[src/rtl/video_pattern_gen.sv]
// Video timing generator with a two-stage registered pixel pipeline and selectable test patterns.
// Optional moving-bar pattern (mode 7) is built when VIDEO_PATTERN_GEN_MOVING_BAR_EN is defined.
module video_pattern_gen #(
    parameter int   HOR_TOTAL_PIXELS       = 800,
    parameter int   HOR_ACTIVE_PIXELS      = 640,
    parameter int   HOR_FRONT_PORCH_PIXELS = 16,
    parameter int   HOR_SYNC_PIXELS        = 96,
    parameter logic HOR_SYNC_POLARITY      = 1'b0,
    parameter int   VER_TOTAL_PIXELS       = 525,
    parameter int   VER_ACTIVE_PIXELS      = 480,
    parameter int   VER_FRONT_PORCH_PIXELS = 10,
    parameter int   VER_SYNC_PIXELS        = 2,
    parameter logic VER_SYNC_POLARITY      = 1'b0,
    parameter int   COLOR_WIDTH            = 8,
    parameter int   GRAD_SHIFT             = 2
) (
    input  logic                                   clk_rgb,
    input  logic                                   rst_n,
    input  logic                                   ce,
    input  logic [3:0]                             mode,
    output logic                                   hs,
    output logic                                   vs,
    output logic                                   de,
    output logic [$clog2(HOR_ACTIVE_PIXELS)-1:0]   x,
    output logic [$clog2(VER_ACTIVE_PIXELS)-1:0]   y,
    output logic [COLOR_WIDTH-1:0]                 r,
    output logic [COLOR_WIDTH-1:0]                 g,
    output logic [COLOR_WIDTH-1:0]                 b,
    output logic                                   frame_start,
    output logic [3:0]                             mode_active
);

    localparam int HW = $clog2(HOR_TOTAL_PIXELS);
    localparam int VW = $clog2(VER_TOTAL_PIXELS);
    localparam int XW = $clog2(HOR_ACTIVE_PIXELS);
    localparam int YW = $clog2(VER_ACTIVE_PIXELS);
    localparam int BAR_W = HOR_ACTIVE_PIXELS / 8;

    localparam logic [HW-1:0] H_LAST = HW'(HOR_TOTAL_PIXELS - 1);
    localparam logic [HW-1:0] H_ACT  = HW'(HOR_ACTIVE_PIXELS);
    localparam logic [HW-1:0] H_SS   = HW'(HOR_ACTIVE_PIXELS + HOR_FRONT_PORCH_PIXELS);
    localparam logic [HW-1:0] H_SE   = HW'(HOR_ACTIVE_PIXELS + HOR_FRONT_PORCH_PIXELS + HOR_SYNC_PIXELS);
    localparam logic [VW-1:0] V_LAST = VW'(VER_TOTAL_PIXELS - 1);
    localparam logic [VW-1:0] V_ACT  = VW'(VER_ACTIVE_PIXELS);
    localparam logic [VW-1:0] V_SS   = VW'(VER_ACTIVE_PIXELS + VER_FRONT_PORCH_PIXELS);
    localparam logic [VW-1:0] V_SE   = VW'(VER_ACTIVE_PIXELS + VER_FRONT_PORCH_PIXELS + VER_SYNC_PIXELS);
    localparam logic [COLOR_WIDTH-1:0] FULL = '1;

    // Bar index counts the bar boundaries at or left of the pixel; the last bar takes any remainder.
    function automatic logic [2:0] bar_index(input logic [XW-1:0] px);
        logic [2:0] idx;
        idx = '0;
        for (int k = 1; k < 8; k++) begin
            if (int'(px) >= k * BAR_W) idx = idx + 3'd1;
        end
        return idx;
    endfunction

    function automatic logic [2:0] bar_rgb(input logic [2:0] idx);
        case (idx)
            3'd0:    return 3'b111;
            3'd1:    return 3'b110;
            3'd2:    return 3'b011;
            3'd3:    return 3'b010;
            3'd4:    return 3'b101;
            3'd5:    return 3'b100;
            3'd6:    return 3'b001;
            default: return 3'b000;
        endcase
    endfunction

    function automatic logic [COLOR_WIDTH-1:0] sat_grad(input logic [XW-1:0] px);
        logic [XW-1:0] s;
        s = px >> GRAD_SHIFT;
        if (int'(s) > int'(FULL)) return FULL;
        return COLOR_WIDTH'(s);
    endfunction

    logic [HW-1:0] h;
    logic [VW-1:0] v;
    logic [3:0]    mode_sel;
    logic [3:0]    mode_nxt;

    logic          de_p0, hs_p0, vs_p0, fs_p0;
    logic [XW-1:0] x_p0;
    logic [YW-1:0] y_p0;

    logic          de_p1, hs_p1, vs_p1, fs_p1;
    logic [XW-1:0] x_p1;
    logic [YW-1:0] y_p1;
    logic [3:0]    mode_p1;
    logic [2:0]    bar_c;
    logic [COLOR_WIDTH-1:0] grad_c;
    logic [COLOR_WIDTH-1:0] r_p1, g_p1, b_p1;
    logic          on_bar;

    always_ff @(posedge clk_rgb or negedge rst_n) begin
        if (!rst_n) begin
            h <= '0;
            v <= '0;
        end else if (ce) begin
            if (h == H_LAST) begin
                h <= '0;
                v <= (v == V_LAST) ? '0 : v + 1'b1;
            end else begin
                h <= h + 1'b1;
            end
        end
    end

    // Stage p0: timing decode straight from the counters.
    assign fs_p0    = (h == '0) && (v == '0);
    assign de_p0    = (h < H_ACT) && (v < V_ACT);
    assign hs_p0    = (h >= H_SS && h < H_SE) ? HOR_SYNC_POLARITY : ~HOR_SYNC_POLARITY;
    assign vs_p0    = (v >= V_SS && v < V_SE) ? VER_SYNC_POLARITY : ~VER_SYNC_POLARITY;
    assign x_p0     = de_p0 ? h[XW-1:0] : '0;
    assign y_p0     = de_p0 ? v[YW-1:0] : '0;
    // The frame-boundary mode is forwarded so pixel (0,0) already uses it.
    assign mode_nxt = fs_p0 ? mode : mode_sel;

    always_ff @(posedge clk_rgb or negedge rst_n) begin
        if (!rst_n) begin
            mode_sel <= '0;
        end else if (ce) begin
            mode_sel <= mode_nxt;
        end
    end

`ifdef VIDEO_PATTERN_GEN_MOVING_BAR_EN
    logic [XW-1:0] pos;

    function automatic logic [XW-1:0] next_pos(input logic [XW-1:0] p);
        int n;
        n = int'(p) + 4;
        return (n >= HOR_ACTIVE_PIXELS) ? '0 : XW'(n);
    endfunction

    // Position advances only between two consecutive moving-bar frames; otherwise it restarts at 0.
    always_ff @(posedge clk_rgb or negedge rst_n) begin
        if (!rst_n) begin
            pos <= '0;
        end else if (ce && fs_p0) begin
            pos <= (mode_sel == 4'd7 && mode == 4'd7) ? next_pos(pos) : '0;
        end
    end

    assign on_bar = (int'(x_p1) >= int'(pos)) && (int'(x_p1) < int'(pos) + 16);
`else
    assign on_bar = 1'b0;
`endif

    // Stage p1: registered timing and coordinates.
    always_ff @(posedge clk_rgb or negedge rst_n) begin
        if (!rst_n) begin
            de_p1   <= 1'b0;
            hs_p1   <= ~HOR_SYNC_POLARITY;
            vs_p1   <= ~VER_SYNC_POLARITY;
            fs_p1   <= 1'b0;
            x_p1    <= '0;
            y_p1    <= '0;
            mode_p1 <= '0;
        end else if (ce) begin
            de_p1   <= de_p0;
            hs_p1   <= hs_p0;
            vs_p1   <= vs_p0;
            fs_p1   <= fs_p0;
            x_p1    <= x_p0;
            y_p1    <= y_p0;
            mode_p1 <= mode_nxt;
        end
    end

    assign bar_c  = bar_rgb(bar_index(x_p1));
    assign grad_c = sat_grad(x_p1);

    always_comb begin
        r_p1 = '0;
        g_p1 = '0;
        b_p1 = '0;
        if (de_p1) begin
            case (mode_p1)
                4'd1: r_p1 = FULL;
                4'd2: g_p1 = FULL;
                4'd3: b_p1 = FULL;
                4'd4: begin
                    r_p1 = {COLOR_WIDTH{bar_c[2]}};
                    g_p1 = {COLOR_WIDTH{bar_c[1]}};
                    b_p1 = {COLOR_WIDTH{bar_c[0]}};
                end
                4'd5: begin
                    if (x_p1[5] ^ y_p1[5]) begin
                        r_p1 = FULL;
                        g_p1 = FULL;
                        b_p1 = FULL;
                    end
                end
                4'd6: begin
                    r_p1 = grad_c;
                    g_p1 = grad_c;
                    b_p1 = grad_c;
                end
                4'd7: begin
                    if (on_bar) begin
                        r_p1 = FULL;
                        g_p1 = FULL;
                        b_p1 = FULL;
                    end
                end
                default: ;
            endcase
        end
    end

    // Stage p2: registered outputs.
    always_ff @(posedge clk_rgb or negedge rst_n) begin
        if (!rst_n) begin
            de          <= 1'b0;
            hs          <= ~HOR_SYNC_POLARITY;
            vs          <= ~VER_SYNC_POLARITY;
            frame_start <= 1'b0;
            x           <= '0;
            y           <= '0;
            r           <= '0;
            g           <= '0;
            b           <= '0;
            mode_active <= '0;
        end else if (ce) begin
            de          <= de_p1;
            hs          <= hs_p1;
            vs          <= vs_p1;
            frame_start <= fs_p1;
            x           <= x_p1;
            y           <= y_p1;
            r           <= r_p1;
            g           <= g_p1;
            b           <= b_p1;
            mode_active <= mode_p1;
        end
    end

endmodule

[config.mk]
export PLATFORM = sky130hd
export DESIGN_NAME = video_pattern_gen
export DESIGN_NICKNAME = d
export VERILOG_FILES = /design/src/rtl/video_pattern_gen.sv
export SDC_FILE = /design/constraint.sdc
export NUM_CORES = 1
export LEC_CHECK = 0
export CAP_MARGIN = 20
export CORE_UTILIZATION = 60
export CTS_CLUSTER_SIZE = 25
export DETAILED_ROUTE_END_ITERATION = 12
export HOLD_SLACK_MARGIN = 0.06
export PLACE_DENSITY = 0.92
export SETUP_SLACK_MARGIN = 0.4
export SYNTH_ARGS = -nofsm -noshare
export SYNTH_HDL_FRONTEND = slang
export SYNTH_SLANG_ARGS = --single-unit
[constraint.sdc]
create_clock -name clk_rgb -period 13.2 [get_ports clk_rgb]
set_clock_uncertainty 0.1 [all_clocks]
set_input_delay 2.64 -clock clk_rgb [delete_from_list [all_inputs] [get_ports clk_rgb]]
set_output_delay 2.64 -clock clk_rgb [all_outputs]
set_load 0.01 [all_outputs]
# Word-level counts from Yosys, hierarchy flattened
# Index checks and enable logic that the tools add are counted.
# word_totals
regBits	98
output_inout_bits	51
word_cells	90
# classes
add_sub_neg	8
order_cmp	14
eq_ne	14
n_mux	25
bitwise	1
reduce_logical	9
# ops
op	n
$pmux W8 S4	3
$mux W8	6
$ge A10 B9 Y1 const B	4
$mux W10	3
$pmux W3 S7	1
$add A10 B1 Y10 const B	2
$eq A10 B10 Y1 const B	2
$ge A10 B10 Y1 const B	2
$ge A10 B8 Y1 const B	2
$logic_not A10 Y1	2
$lt A10 B10 Y1 const B	2
$lt A10 B9 Y1 const B	2
$add A3 B1 Y3 const B	6
$mux W3	6
$eq A4 B3 Y1 const B	3
$ge A10 B7 Y1 const B	1
$eq A3 B3 Y1 const B	3
$mux W9	1
$eq A4 B2 Y1 const B	2
$gt A8 B8 Y1 const B	1
$eq A3 B2 Y1 const B	2
$eq A4 B1 Y1 const B	1
$logic_and A1 B1 Y1	4
$mux W1	4
other kinds (5)	6

# Longest topological paths before layout
# Gate-level depths: netlist (run 1).
# logic_depth
word_depth	18
ltp_mapped	19
mapped_depth_nobuf	18

# Worst setup path after synthesis (run 1)
# No wires, ideal clock.
# synth_path
path_kind	register -> register
from	reg x_p1[8]
to	reg g[0]
setup_ns	0.146
arrival_ns	3.979
required_ns	12.954
slack_ns	8.975
path_stages_with_launch	20
path_buffers	1
synth_period_minus_slack_ns	4.225
path_cell_list	dfrtp_1 buf_2 nor2_1 and3b_1 inv_1 ha_1 nand3b_1 and2_1 ha_1 mux2_2 ha_1 nor2_1 nor2_1 ha_1 mux2_2 ha_1 nand3_1 mux2i_1 xnor2_4 o221ai_1
# synth_between
elab_chain_cells	18
# synth_lines
item	line_no	rtl
start, declared	89	logic [XW-1:0] x_p1;
start signal, assigned	167	x_p1 <= x_p0;
$ge A10 B7 Y1	54	if (int'(px) >= k * BAR_W) idx = idx + 3'd1;
$mux W1	54	
$add A3 B1 Y3	54	
$mux W3	54	
$add A3 B1 Y3	54	
$mux W3	54	
$add A3 B1 Y3	54	
$mux W3	54	
[... 2 more ...]	n/a	
$add A3 B1 Y3	54	
$mux W3	54	
$add A3 B1 Y3	54	
$mux W3	54	
$eq A3 B3 Y1, or another cell as far along	60	case (idx)
$pmux W3 S7	60	
$pmux W8 S4 (*)	181	case (mode_p1)
$mux W8 (*)	180	if (de_p1) begin
end signal, assigned	235	g <= g_p1;
end, declared	27	output logic [COLOR_WIDTH-1:0] g,
# Mark *: on every way between the ends. The rest lies on a longest branch, timed or not.
# A chain may end at the register's enable or synchronous reset.

==> flow_summary.ini, run 1 <==
[synthesis]
mappedNetlistArea_sq_um = 4783
avgSynthCellArea_sq_um = 10.61
synthDominantCellAreaShare_pct = 49.18
synth_cell_types = 59
synth_top_cells_by_area = sky130_fd_sc_hd__dfrtp_1 49%, sky130_fd_sc_hd__mux2_2 7.3%, sky130_fd_sc_hd__nand2_1 3.6%
synth-async-reset-ratio_pct = 100.0
yosysSeqAreaShare_pct = 51.37
synth.yosys.warnings = 0
yosysTopAreaCell = sky130_fd_sc_hd__dfrtp_1
postSynthRegisterBits = 98
synth-edff-count = 0
dominantRegCellSynth = sky130_fd_sc_hd__dfrtp_1
netlist_instances = 451
syn-num-nets = 468

[timing]
clock_period_minus_final_worst_setup_slack_ns = 4.763
tightestPinTransition_ns = 1.052
finalCritPeriodShare_pct = 36.09
finalHoldViolations = 0
max_clock_freq_mhz = 209.9
final_max_slew_viol_count = 0
worst_hold_slack_ns = 0.3963
rsz0062_at_grt = false
fin_setup_tns_ns = 0
relSlewSlack_pct = 29.42
setup_violations = 0

[detailed_routing]
drt-pass1-iter-count = 5
detailroute.via_count = 3628
detail_route.wl_per_cell_um = 16.80
drc = 0
totalWireLength_um = 10010
drt-initial-drc-count = 223
antenna_violating_nets_remaining = 0
vias_per_cell = 6.087

[clock_network]
numClockSinks = 98
post_cts_hold_buffer_count = 0
post-cts-setup-buffer-count = 0
cts_tree = done
cts-buffers-inserted = 9
clk_path_buf_depth = 2
post_cts_resized = 0
root_buffer_cell = sky130_fd_sc_hd__clkbuf_8
clkLatencyLatePin_ns = 0.37
clock_pin_slew_worst_setup_and_hold_paths_ns = 0.10
cts_htree_levels = 3

[worst_setup_path]
worstPathMaxFanout = 45
timing_worst_setup_path_type = input pin to flip-flop
crit_path_cell_trace = buf_2, clkinv_1, buf_16, a211oi_1, nand2_1
critPathRequiredTime_ns = 13.35
critical-path-slowest-cell = sky130_fd_sc_hd__clkinv_1
cp-start-kind = input pin
crit_path_end_kind = flip-flop
worst-endpoint-arrival_ns = 4.91
critPathMaxStageDelay_ns = 0.86
path_buf_inv = 3
category_of_cells_accounting_for_the_largest_share_of_critical_path_delay = buffers and inverters

[global_routing]
grt_start_max_net_pins = 68
grt_pass1_vias = 3490
grt_first_pass_wirelength_um = 17070
antenna_found_initial = 0
grt_util_all_layers_pct = 26.18
grt_overflow = 0

[floorplanning]
io-pin-count = 58
fp.coreArea_sq_um = 7727
initial_core_util_pct = 61.90
rows = 32
floorplan.die.height_um = 91.29
die_width_um = 91.29
fp.dieArea_sq_um = 8333

[layout]
commonest_cells_after_routing_fill_and_taps_aside = 94 x sky130_fd_sc_hd__dfrtp_1, 55 x sky130_fd_sc_hd__clkdlybuf4s50_1, 46 x sky130_fd_sc_hd__nand2_1
post-route-util_pct = 72.30
final_net_count = 506
post_route_cells_drive_above_1_share_pct = 13.16
syn_to_final_growth_pct = 16.79
most_common_library_cell_in_the_layout_ignoring_fill_and_taps = sky130_fd_sc_hd__dfrtp_1
diodes = 0
layoutNonFillerInstCount = 596

[power]
cellLeakagePower_nw = 2.535
ir_worst_vdd_v = 0.0001175
pwr_density_cell_nw_per_um2 = 117.6

[worst_hold_path]
hp-class = flip-flop to flip-flop

[run_status]
status = complete, no violations

[run]
cap_viol_max_count = 0

[placement]
place.gp.congestion = 0.8976
placement.io_buffers = 57
dp.final_hpwl_um = 6786
dp.cells = 578
## logic make-up after synthesis
kind of cell	Yosys count	synth area share, %
compound gates	108	15.67
xor+xnor	18	4.290
fa+ha+maj	10	2.616
buf+inv	46	3.871
flops	98	51.37
mux	33	7.716
simple gates	138	14.47
## cells in the mapped netlist (2+ instances only)
library cell / number
sky130_fd_sc_hd__a31oi_1: 6
sky130_fd_sc_hd__and3_1: 4
sky130_fd_sc_hd__xnor2_1: 10
sky130_fd_sc_hd__o211ai_1: 5
sky130_fd_sc_hd__inv_1: 12
sky130_fd_sc_hd__xor2_1: 5
sky130_fd_sc_hd__o21ai_0: 17
sky130_fd_sc_hd__mux2_2: 31
sky130_fd_sc_hd__a21oi_1: 29
sky130_fd_sc_hd__a211oi_1: 9
sky130_fd_sc_hd__and3b_1: 3
sky130_fd_sc_hd__buf_2: 7
sky130_fd_sc_hd__ha_1: 10
sky130_fd_sc_hd__mux2i_1: 2
sky130_fd_sc_hd__dfstp_2: 4
sky130_fd_sc_hd__nand4_1: 6
sky130_fd_sc_hd__clkbuf_1: 22
sky130_fd_sc_hd__nand2_1: 46
sky130_fd_sc_hd__nor4_1: 2
sky130_fd_sc_hd__nor2b_1: 8
sky130_fd_sc_hd__a21o_1: 2
sky130_fd_sc_hd__a22o_1: 18
sky130_fd_sc_hd__nand3_1: 16
sky130_fd_sc_hd__buf_1: 3
sky130_fd_sc_hd__and4_1: 4
sky130_fd_sc_hd__o21ai_1: 2
sky130_fd_sc_hd__nor2_1: 29
sky130_fd_sc_hd__dfrtp_1: 94
sky130_fd_sc_hd__nor3_1: 6
sky130_fd_sc_hd__nor3b_1: 2
sky130_fd_sc_hd__or4b_1: 2
sky130_fd_sc_hd__o221ai_1: 8
## metrics by stage
stage               cell area (sq um)  power (W)  worst slack (ns)
finish                           5587  0.0006570             8.437
global route                     5587  0.0006867             8.191
CTS                              5552  0.0006574             8.154
detailed placement               5351  0.0004618             7.753
global placement                 5351  0.0004553             7.882
floorplan                        4783  0.0004184             8.975
## registers in the layout, indices dropped and copies added (netlist names), 4 cells and up
register / flops
r: 8
x: 10
b: 8
mode_active: 4
g: 8
x_p1: 10
y_p1: 9
y: 9
mode_p1: 4
h: 10
v: 10
## routing by layer
| layer | track usage (%) | wire length (um) |
|---|---|---|
| met1 | 35.05 | 4303 |
| met2 | 42.05 | 4884 |
| met3 | 4.858 | 581 |
| met4 | 11.24 | 242 |
| met5 | 0 | 0 |
## cell type report
cell class / count / area, sq um
clock buffer: 10 / 127.6
clock inverter: 6 / 72.57
fill: 501 / 2141
inverter: 13 / 48.80
multi-input combinational: 307 / 2147
sequential: 98 / 2457
tap: 102 / 127.6
timing repair buffer: 60 / 605.6
## worst register-to-register path: stages (launching register included)
cell	delay [ns]
sky130_fd_sc_hd__dfrtp_1	0.61
sky130_fd_sc_hd__nor2_1	0.37
sky130_fd_sc_hd__and3b_1	0.25
sky130_fd_sc_hd__inv_1	0.05
sky130_fd_sc_hd__ha_1	0.20
sky130_fd_sc_hd__nand3b_1	0.17
sky130_fd_sc_hd__and2_1	0.17
sky130_fd_sc_hd__ha_1	0.29
sky130_fd_sc_hd__mux2_2	0.27
sky130_fd_sc_hd__ha_1	0.30
sky130_fd_sc_hd__nor2_1	0.11
sky130_fd_sc_hd__nor2_1	0.07
sky130_fd_sc_hd__ha_1	0.29
sky130_fd_sc_hd__mux2_2	0.27
sky130_fd_sc_hd__ha_1	0.18
sky130_fd_sc_hd__nand3_1	0.10
sky130_fd_sc_hd__mux2i_1	0.41
sky130_fd_sc_hd__xnor2_4	0.21
sky130_fd_sc_hd__o221ai_1	0.15
## path summary, 6_finish.rpt
check                               startpoint             endpoint  slack [ns]  depth (start not counted)
max in group asynchronous                rst_n  x_p1[1]$_DFFE_PN0P_        9.78                          2
min reg2reg                  fs_p1$_DFFE_PN0P_    fs_p1$_DFFE_PN0P_        0.40                          1
max                                         ce     b[6]$_DFFE_PN0P_        8.44                          5
min                          fs_p1$_DFFE_PN0P_    fs_p1$_DFFE_PN0P_        0.40                          1
max reg2reg                x_p1[9]$_DFFE_PN0P_     g[2]$_DFFE_PN0P_        8.44                         18
min in group asynchronous                rst_n     g[2]$_DFFE_PN0P_        2.09                          1
## where the power goes
| part | switching (W) | internal (W) | leakage, nW |
|---|---|---|---|
| logic | 0.0000400 | 0.0000480 | 1.17 |
| clock network | 0.000109 | 0.0000896 | 0.0910 |
| registers | 0.0000434 | 0.000327 | 1.28 |
No activity file was read; power rests on OpenSTA's default activity.
==> inputs of run 2 (changes only) <==
- CORE_UTILIZATION: 60 -> 56
- PLACE_DENSITY: 0.92 -> 0.87
- clock period: 13.2 -> 4.4 ns (I/O delays scaled with it)
==> run 2 against run 1 <==
  * Largest cell class unchanged
  * Combinational power increased to 3.7 times the previous value
  * Via count increased by 4.3%
  * Sequential share of layout area decreased by 2.4 points
  * Worst setup slack got worse by 8.0 ns
  * Critical path type is now flip-flop to flip-flop
  * Highest routed layer unchanged
  * Final cell count increased by 3.7%
  * Die area increased by 7.0%
  * Critical endpoint is now g[3]$_DFFE_PN0P_
==> flow_summary.ini, run 2 (synthesized netlist as in run 1, its figures left out) <==
[layout]
diodes = 0
most_common_library_cell_in_the_layout_ignoring_fill_and_taps = sky130_fd_sc_hd__dfrtp_1
layoutNonFillerInstCount = 618
commonest_cells_after_routing_fill_and_taps_aside = 94 x sky130_fd_sc_hd__dfrtp_1, 55 x sky130_fd_sc_hd__clkdlybuf4s50_1, 45 x sky130_fd_sc_hd__nand2_1
fillers = 588
post-route-util_pct = 71.53
post_route_cells_drive_above_1_share_pct = 21.05
final_net_count = 525
syn_to_final_growth_pct = 23.49

[clock_network]
cts-buffers-inserted = 9
clock_pin_slew_worst_setup_and_hold_paths_ns = 0.10
cts_tree = done
root_buffer_cell = sky130_fd_sc_hd__clkbuf_8
numClockSinks = 98
clk_path_buf_depth = 2
cts_htree_levels = 3
post_cts_hold_buffer_count = 0
clkLatencyLatePin_ns = 0.36

[floorplanning]
floorplan.die.height_um = 94.42
rows = 33
io-pin-count = 58
initial_core_util_pct = 57.92
die_width_um = 94.42
fp.dieArea_sq_um = 8915
fp.coreArea_sq_um = 8258

[power]
ir_worst_vdd_v = 0.0002491
combPwrFrac_pct = 15.7
p_sw_w = 0.0005863
clock_power_share_pct = 31.9
pwr_density_cell_nw_per_um2 = 349.0
power.share.switching_pct = 28.44
intPower_w = 0.001475
seqPwrFrac_pct = 52.4
cellLeakagePower_nw = 2.648
power_w = 0.002062

[detailed_routing]
detailroute.via_count = 3784
detail_route.wl_per_cell_um = 17.68
routed-wl-met2_um = 5449
drt-initial-drc-count = 208
drc = 0
vias_per_cell = 6.123
top_layer = met4
antenna_violating_nets_remaining = 0
totalWireLength_um = 10930
drt-pass1-iter-count = 5
routed-wl-met3_um = 577
wl_met1_um = 4573

[worst_setup_path]
critPathMaxStageDelay_ns = 0.43
regToRegSetupSlack_ns = 0.40
path_buf_inv = 0
timing.critical_path.mode_cell = sky130_fd_sc_hd__ha_4
worstPathMaxFanout = 8
crit_path_cell_trace = o21ai_1, and3b_2, ha_4, a21bo_2, and2_4, ha_4, mux2_4, ha_4, nor2_4, nor2_2, ha_1, mux2_4, ha_4, nand3_4, mux2i_4, xnor2_4, o221ai_1
cp-start-kind = flip-flop
r2r_cells = 17
critPathRequiredTime_ns = 4.52
r2r_start = x_p1[5]$_DFFE_PN0P_
timing_worst_setup_path_type = flip-flop to flip-flop
crit_path_end_kind = flip-flop
crit-reg2reg-capture = g[3]$_DFFE_PN0P_
critical-path-slowest-cell = sky130_fd_sc_hd__dfrtp_1
category_of_cells_accounting_for_the_largest_share_of_critical_path_delay = adder cells
worst-endpoint-arrival_ns = 4.12

[timing]
setup_ws_ns = 0.3969
relSlewSlack_pct = 35.07
setup_violations = 0
finalHoldViolations = 0
final_max_slew_viol_count = 0
fin_setup_tns_ns = 0
tightestPinTransition_ns = 0.9739
max_clock_freq_mhz = 249.8
clock_period_minus_final_worst_setup_slack_ns = 4.003
rsz0062_at_grt = true
finalCritPeriodShare_pct = 90.98

[placement]
dp.final_hpwl_um = 7092
placement.io_buffers = 57
dpl_worst_slack_ns = 0.2492
place.gp.congestion = 0.8930
dp.cells = 591

[worst_hold_path]
holdCritStartpoint = fs_p1$_DFFE_PN0P_
hp-class = flip-flop to flip-flop
hold-path-endpoint = fs_p1$_DFFE_PN0P_
hold_depth = 1

[run_status]
status = complete, no violations

[global_routing]
grt_start_max_net_pins = 80
antenna_found_initial = 0
grt_first_pass_wirelength_um = 17770
grt_util_all_layers_pct = 26.15
grt_pass1_vias = 3674
grt_overflow = 0

[run]
cap_viol_max_count = 0
[run 2: worst max-delay path by stage]
stage | start | to | slack, ns | cells after the start
floorplan | x_p1[5]$_DFFE_PN0P_ | g[0]$_DFFE_PN0P_ | 0.40 | 19
global placement | x_p1[9]$_DFFE_PN0P_ | r[1]$_DFFE_PN0P_ | 0.38 | 18
detailed placement | x_p1[5]$_DFFE_PN0P_ | r[2]$_DFFE_PN0P_ | 0.25 | 18
CTS | x_p1[8]$_DFFE_PN0P_ | g[3]$_DFFE_PN0P_ | 0.40 | 18
global route | x_p1[5]$_DFFE_PN0P_ | g[3]$_DFFE_PN0P_ | 0.31 | 18
finish | x_p1[5]$_DFFE_PN0P_ | g[3]$_DFFE_PN0P_ | 0.40 | 17
[run 2: repair_timing]
item	4_1_cts	5_1_grt
buffers inserted	7	3
gates cloned	0	0
resized for setup	25	5
setup endpoints to repair	16	16
pin swaps	15	10
[run 2: cell type report]
cell class                 instances  area (sq um)  share of cell area (%)
clock inverter                     6         98.84                   1.673
clock buffer                      10         127.6                   2.161
inverter                          13         48.80                  0.8261
tap                              105         131.4                   2.224
multi-input combinational        307          2315                   39.19
timing repair buffer              79         728.2                   12.33
sequential                        98          2457                   41.60
[run 2: worst reg2reg max path: stages (launching register included)]
cell	delay, ns
sky130_fd_sc_hd__dfrtp_1	0.43
sky130_fd_sc_hd__o21ai_1	0.13
sky130_fd_sc_hd__and3b_2	0.23
sky130_fd_sc_hd__ha_4	0.14
sky130_fd_sc_hd__a21bo_2	0.23
sky130_fd_sc_hd__and2_4	0.17
sky130_fd_sc_hd__ha_4	0.21
sky130_fd_sc_hd__mux2_4	0.29
sky130_fd_sc_hd__ha_4	0.30
sky130_fd_sc_hd__nor2_4	0.03
sky130_fd_sc_hd__nor2_2	0.12
sky130_fd_sc_hd__ha_1	0.25
sky130_fd_sc_hd__mux2_4	0.29
sky130_fd_sc_hd__ha_4	0.17
sky130_fd_sc_hd__nand3_4	0.08
sky130_fd_sc_hd__mux2i_4	0.29
sky130_fd_sc_hd__xnor2_4	0.22
sky130_fd_sc_hd__o221ai_1	0.18
[run 2: power groups by stage]
stage,clock network [W],registers [W],logic (W)
final,0.000657,0.00108,0.000323
after global routing,0.000698,0.00109,0.000358
after CTS,0.000665,0.00108,0.000319
after detailed placement,0,0.00110,0.000303
after global placement,0,0.00109,0.000294
after floorplan,0,0.00107,0.000195
[run 2: routing by layer]
metal	up-vias	GRT usage (%)
li1	1735	-
met1	1877	33.65
met2	139	43.12
met3	33	3.382
met4	0	13.97
met5	-	0
[run 2: per-stage QoR]
step,hold WS (ns),instance area (sq um)
final,0.3862,5907
after global routing,0.4197,5907
after CTS,0.3882,5854
after detailed placement,0.3649,5455
after global placement,0.3616,5455
after floorplan,0.3478,4818
